## src/rtl/sha_pkg.sv

```systemverilog
// Shared widths and initial hash values for the SHA-256 block buffer.
// Bit 255 of each IV holds the most significant bit of H0.
package sha_pkg;

    localparam int unsigned BLOCK_W = 512;
    localparam int unsigned HASH_W  = 256;

    localparam logic [HASH_W-1:0] SHA256_IV = {
        32'h6a09e667, 32'hbb67ae85, 32'h3c6ef372, 32'ha54ff53a,
        32'h510e527f, 32'h9b05688c, 32'h1f83d9ab, 32'h5be0cd19
    };

    localparam logic [HASH_W-1:0] SHA224_IV = {
        32'hc1059ed8, 32'h367cd507, 32'h3070dd17, 32'hf70e5939,
        32'hffc00b31, 32'h68581511, 32'h64f98fa7, 32'hbefa4fa4
    };

endpackage

```

## src/rtl/sha_hash_reg.sv

```systemverilog
// Chaining-hash register: holds prev_hash, reloads an IV on reset_hash,
// and captures the round core's result on sample_hash.
module sha_hash_reg
    import sha_pkg::*;
(
    input  logic              i_clk,
    input  logic              i_rst,
    input  logic              i_reset_hash,
    input  logic              i_sample_hash,
    input  logic              i_mode_224,
    input  logic [HASH_W-1:0] i_hash_in,
    output logic [HASH_W-1:0] o_prev_hash
);

    logic [HASH_W-1:0] r_hash;

    // reset_hash outranks sample_hash when both are asserted
    always_ff @(posedge i_clk) begin
        if (i_rst) begin
            r_hash <= SHA256_IV;
        end else if (i_reset_hash) begin
            r_hash <= i_mode_224 ? SHA224_IV : SHA256_IV;
        end else if (i_sample_hash) begin
            r_hash <= i_hash_in;
        end
    end

    assign o_prev_hash = r_hash;

endmodule

```

## src/rtl/sha_block_buffer.sv

```systemverilog
// Packs IN_W-bit words into 512-bit message blocks. One or two banks let the
// next block fill while the round core consumes the current one.
module sha_block_buffer
    import sha_pkg::*;
#(
    parameter  int unsigned IN_W      = 64,
    parameter  int unsigned NUM_BANKS = 2,
    localparam int unsigned WORDS     = BLOCK_W / IN_W,
    localparam int unsigned FILL_W    = $clog2(WORDS + 1)
) (
    input  logic               i_clk,
    input  logic               i_rst,
    input  logic               i_in_valid,
    output logic               o_in_ready,
    input  logic [IN_W-1:0]    i_in_data,
    output logic               o_blk_valid,
    input  logic               i_blk_ready,
    output logic [BLOCK_W-1:0] o_blk_data,
    output logic [FILL_W-1:0]  o_fill_level,
    input  logic               i_clear,
    input  logic [HASH_W-1:0]  i_hash_in,
    input  logic               i_sample_hash,
    input  logic               i_reset_hash,
    input  logic               i_mode_224,
    output logic [HASH_W-1:0]  o_prev_hash
);

    localparam int unsigned CNT_W = (WORDS > 1) ? $clog2(WORDS) : 1;

    if (!(IN_W == 32 || IN_W == 64 || IN_W == 128 || IN_W == 256 || IN_W == 512))
    begin : g_bad_in_w
        $error("sha_block_buffer: IN_W must be one of 32, 64, 128, 256, 512");
    end
    if (!(NUM_BANKS == 1 || NUM_BANKS == 2)) begin : g_bad_banks
        $error("sha_block_buffer: NUM_BANKS must be 1 or 2");
    end

    logic [BLOCK_W-1:0]   r_bank [NUM_BANKS];
    logic [NUM_BANKS-1:0] r_full;
    logic [CNT_W-1:0]     r_cnt;
    logic                 r_wr_ptr;
    logic                 r_rd_ptr;

    logic       w_wr_ptr_nxt;
    logic       w_rd_ptr_nxt;
    logic       w_in_ready;
    logic       w_wr_fire;
    logic       w_rd_fire;
    logic       w_last;
    logic [8:0] w_msb;

    if (NUM_BANKS == 2) begin : g_ping_pong
        assign w_wr_ptr_nxt = ~r_wr_ptr;
        assign w_rd_ptr_nxt = ~r_rd_ptr;
    end else begin : g_single
        assign w_wr_ptr_nxt = 1'b0;
        assign w_rd_ptr_nxt = 1'b0;
    end

    // in_ready depends only on registered flags, never on blk_ready
    assign w_in_ready = ~r_full[r_wr_ptr];
    assign w_wr_fire  = i_in_valid & w_in_ready;
    assign w_rd_fire  = r_full[r_rd_ptr] & i_blk_ready;
    assign w_last     = (r_cnt == CNT_W'(WORDS - 1));
    assign w_msb      = 9'(BLOCK_W - 1 - 32'(r_cnt) * IN_W);

    always_ff @(posedge i_clk) begin
        if (i_rst || i_clear) begin
            for (int b = 0; b < NUM_BANKS; b++) begin
                r_bank[b] <= '0;
            end
            r_full   <= '0;
            r_cnt    <= '0;
            r_wr_ptr <= 1'b0;
            r_rd_ptr <= 1'b0;
        end else begin
            // a write only targets a non-full bank and a release only a full one,
            // so both may land in the same cycle without touching the same flag
            if (w_rd_fire) begin
                r_full[r_rd_ptr] <= 1'b0;
                r_rd_ptr         <= w_rd_ptr_nxt;
            end
            if (w_wr_fire) begin
                r_bank[r_wr_ptr][w_msb -: IN_W] <= i_in_data;
                if (w_last) begin
                    r_full[r_wr_ptr] <= 1'b1;
                    r_cnt            <= '0;
                    r_wr_ptr         <= w_wr_ptr_nxt;
                end else begin
                    r_cnt <= r_cnt + 1'b1;
                end
            end
        end
    end

    assign o_in_ready   = w_in_ready;
    assign o_blk_valid  = r_full[r_rd_ptr];
    assign o_blk_data   = r_bank[r_rd_ptr];
    assign o_fill_level = r_full[r_wr_ptr] ? FILL_W'(WORDS) : FILL_W'(r_cnt);

    sha_hash_reg u_hash_reg (
        .i_clk        (i_clk),
        .i_rst        (i_rst),
        .i_reset_hash (i_reset_hash),
        .i_sample_hash(i_sample_hash),
        .i_mode_224   (i_mode_224),
        .i_hash_in    (i_hash_in),
        .o_prev_hash  (o_prev_hash)
    );

endmodule

```

## config.mk

```make
export PLATFORM = sky130hd
export DESIGN_NAME = sha_block_buffer
export DESIGN_NICKNAME = d
export VERILOG_FILES = /design/src/rtl/sha_pkg.sv /design/src/rtl/sha_hash_reg.sv /design/src/rtl/sha_block_buffer.sv
export SDC_FILE = /design/constraint.sdc
export NUM_CORES = 2
export LEC_CHECK = 0
export ABC_AREA = 1
export BUFFER_PORTS_ARGS = -buffer_cell sky130_fd_sc_hd__buf_4
export CAP_MARGIN = 20
export CORE_AREA = 2 2 430 432
export DETAILED_ROUTE_END_ITERATION = 6
export DIE_AREA = 0 0 432 434
export GPL_ROUTABILITY_DRIVEN = 0
export PLACE_DENSITY = 0.56
export SYNTH_ARGS = -nofsm -noshare
export SYNTH_HDL_FRONTEND = slang
export SYNTH_HIERARCHICAL = 1
export SYNTH_SLANG_ARGS = --single-unit
```

## constraint.sdc

```tcl
create_clock -name i_clk -period 4.9 [get_ports i_clk]
set_input_delay 1.47 -clock i_clk [delete_from_list [all_inputs] [get_ports i_clk]]
set_output_delay 1.47 -clock i_clk [all_outputs]
set_load 0.01 [all_outputs]
```

==> summary by stage <==
Floorplanning
For this configuration, the core starts out at a cell density of 0.309. The chip width is 432 microns. The core area is 0.182 sq mm. The I/O pin count is 1102. The site row count is 157. In this run the vertical extent of the chip is 434 microns.

The die covers 0.187 sq mm.

Clocking
Once the clock tree was built, the resizer swapped 0 gates to a different size. Clock-pin slew was measured on the worst setup and hold paths at 50 ps. Buffers inserted during clock tree synthesis total 149. TritonCTS built the clock tree. The buffer levels on the longest clock path is 3. The clock network latency to the later pin of the worst-skew pair is 810 ps.

CTS placed an instance of clkbuf_16 at the clock tree root. The tree built by TritonCTS fans out to 1288 sinks. Buffers inserted to repair hold after CTS numbered 0. The number of buffers added for setup after CTS is 0. The total number of H-tree levels is 4.

Power
The switching portion of total power is 0.253. After layout, the design draws a total of 26100 uW. The power density normalized to cell area is 367 mW/mm^2. The highest ir drop seen on vdd is 0.298 mV. The leakage power is 0.0279 uW.

The sequential share of power is 0.478. The combinational share of power is 0.100. The clock power share is 0.422.

The net switching power figure is 6590 uW. The cell-internal power is 19500 uW.

Critical path
Along the worst path, the maximum fanout reaches 48. The critical path start-end classification is reg -> out. STA puts the critical path data arrival time at 2790 ps. The kind of launch point of the worst setup path is a flop. In this design, the critical path's most frequently occurring cell is buf_4. Counting both buffers and inverters, the worst setup path holds a total of 2. The worst setup path is captured at an output port. The slowest stage of the critical path is the dfxtp_4 cell. Walking the worst path, the cells encountered are buf_4 -> mux2_2 -> buf_4. The beginning of the worst register-to-register path is r_cnt[0]$_SDFFE_PP0N_. The largest single stage delay on the critical path is 680 ps. The cell family contributing the most delay on the critical path is buffers and inverters.

Data on the critical path is required at its endpoint by 3430 ps.

Global routing
The first global-routing pass estimated 326000 microns of wire. The global-route congestion overflow total is 0. In the global route stage, overall resource usage came out at 0.248.

The number of antenna violations at the first check in global routing is 32. The via count of the first global-routing pass is 42020. The pin count of the biggest net entering global routing is 196.

Final layout
The area growth from synthesis to layout is 26.1%. The fraction of the core area covered by cells at the end of the flow is 0.389. The total number of nets in the final design is 6195. The layout has 17649 filler cells. Leaving out fill and tap cells, the most frequent cells in the layout are 1275 x nor2_1, 1152 x buf_4, 1024 x edfxtp_1. The share of post-route cells with drive strength above 1 is 0.336. The leading cell type in the layout, fill and taps excluded is nor2_1. After routing the design area is 0.0711 sq mm.

Synth
The total nets after synthesis is 5378. The flip-flop and latch count after synthesis is 1288. The post-synthesis average cell area is 11.2 sq um. The unique cell type count in the Yosys netlist is 28. Of the synthesized area, sequential elements account for 0.639. The cell area after synthesis is 0.0564 sq mm. The yosys synthesis warning count is 6. Synthesis handed over a netlist of 5044 instances.

Timing
The aggregate negative setup slack is 0 ps. Setup repair after global routing left no endpoint under its margin. The final-report hold violation count is 0.

Dividing the final minimum period by the clock period gives 0.869. Between clock sinks in the finished design, the worst skew comes to 35.0 ps. In this run the tightest slew margin relative to its limit is 0.227. The worst setup margin is 640 ps.

The final-report setup violation count is 0. For this run, the top clock speed supported by timing is 0.235 GHz. The number of max-slew violations in the final report came to 0.

The measured slew at the worst slew-check pin is 1160 ps. The worst path in the final design needs a cycle of 4260 ps, including I/O delays and setup.

Routing
Once detail routing completed, the nets flagged for antenna violations numbered 0. In the final routed layout, each cell accounts on average for 29.0 microns. The number of violations reported at the end of detailed-routing iteration 0 is 5198.

The met3 layer wire length in the routed design is 22300 microns. The top routing layer in use is met5. The number of design rule violations left after detail routing is 0. Summing over every cut layer, the via total after detailed routing is 44552. The met2 wirelength from detailed routing is 119000 microns.

After detailed routing, the wire length on met1 is 87000 microns. The number of detailed-route iterations in the first pass is 6. The final layout contains routed wiring with a total length of 243000 microns.

The average via count per standard cell is 5.31.

Status
The run finished with clean final reports.

Place
The area of placed instances is 0.0663 sq mm. Prior to clock tree synthesis, the placed netlist has a worst setup slack of 931 ps. The half-perimeter wire length of the detailed placement result is 157000 microns. Buffers placed on the I/O ports in this run total 1101.

Hold path
The startpoint identified for the worst hold timing path is u_hash_reg/o_prev_hash[33]$_SDFFE_PP1P_. The type of the tightest min-delay check is reg -> reg.

Run
The number of maximum-capacitance constraint violations is 0.
## final timing paths
check,to,slack (ps),cells past startpoint
min reg2reg,u_hash_reg/o_prev_hash[33]$_SDFFE_PP1P_,450,2
min,u_hash_reg/o_prev_hash[33]$_SDFFE_PP1P_,450,2
max,o_blk_data[35],640,3
max reg2reg,r_bank[0][498]$_SDFFCE_PN0P_,1630,7
## power groups by stage
stage,Clock (uW),Combinational (uW),Sequential (uW)
2_1_floorplan,0,1040,12700
3_3_place_gp,0,2630,12700
3_5_place_dp,0,2620,12700
4_1_cts,11100,2630,12400
5_1_grt,11600,2730,12500
6_report,11000,2620,12400
## logic make-up after synthesis
| logic type | share of synthesized area |
|---|---|
| buffers and inverters | 0.0489 |
| AO/OA/AOI/OAI | 0.0117 |
| adder cells (fa/ha/maj) | 0.00133 |
| multiplexers | 0.102 |
| flip-flops | 0.639 |
| AND/OR/NAND/NOR | 0.196 |
## through the flow
| step | instances | hold slack (ps) |
|---|---|---|
| final | 8384 | 455 |
| after global routing | 8364 | 485 |
| after CTS | 8362 | 460 |
| after detailed placement | 8095 | 446 |
| after global placement | 8095 | 446 |
| after floorplan | 5044 | 472 |
## final cells by class
cell class / count / area [sq um] / area share
Clock buffer: 200 / 4070 / 0.0573
Multi-Input combinational cell: 3161 / 17700 / 0.250
Timing Repair Buffer: 1178 / 9170 / 0.129
Tap cell: 2385 / 2980 / 0.0420
Inverter: 83 / 334 / 0.00470
Clock inverter: 67 / 671 / 0.00944
Sequential cell: 1288 / 36000 / 0.507
Antenna cell: 22 / 55.1 / 0.000775
## tightest hold or removal path: cells and delay by family (launching register included)
kind | cells | cell delay [ps]
flops | 1 | 320
simple gates | 2 | 100
## flip-flops by register name (all words and copies together), names as in the netlist, named ones only
| name | count |
|---|---|
| u_hash_reg/o_prev_hash | 256 |
| r_wr_ptr | 1 |
| r_cnt | 3 |
| r_full | 2 |
| r_rd_ptr | 1 |
| r_bank | 1024 |
## per-layer routing
layer  global-route usage  up-vias
li1                     -    19262
met1                0.294    22436
met2                0.413     2429
met3               0.0558      417
met4                0.143        8
met5                    0        -
## Yosys cell counts (all sizes together)
| cell type | instances | area share |
|---|---|---|
| nand2 | 560 | 0.037 |
| ha | 6 | 0.0013 |
| nand3 | 89 | 0.0083 |
| or2 | 69 | 0.0077 |
| edfxtp | 1024 | 0.55 |
| a21oi | 73 | 0.0065 |
| nor2 | 1280 | 0.086 |
| nand4 | 513 | 0.057 |
| clkinv | 1 | 0.000067 |
| dfxtp | 264 | 0.094 |
| buf | 303 | 0.029 |
| mux2 | 512 | 0.10 |
| o21ai | 59 | 0.0052 |
| clkbuf | 209 | 0.014 |
| inv | 82 | 0.0055 |
(Power assumes the default switching activity.)
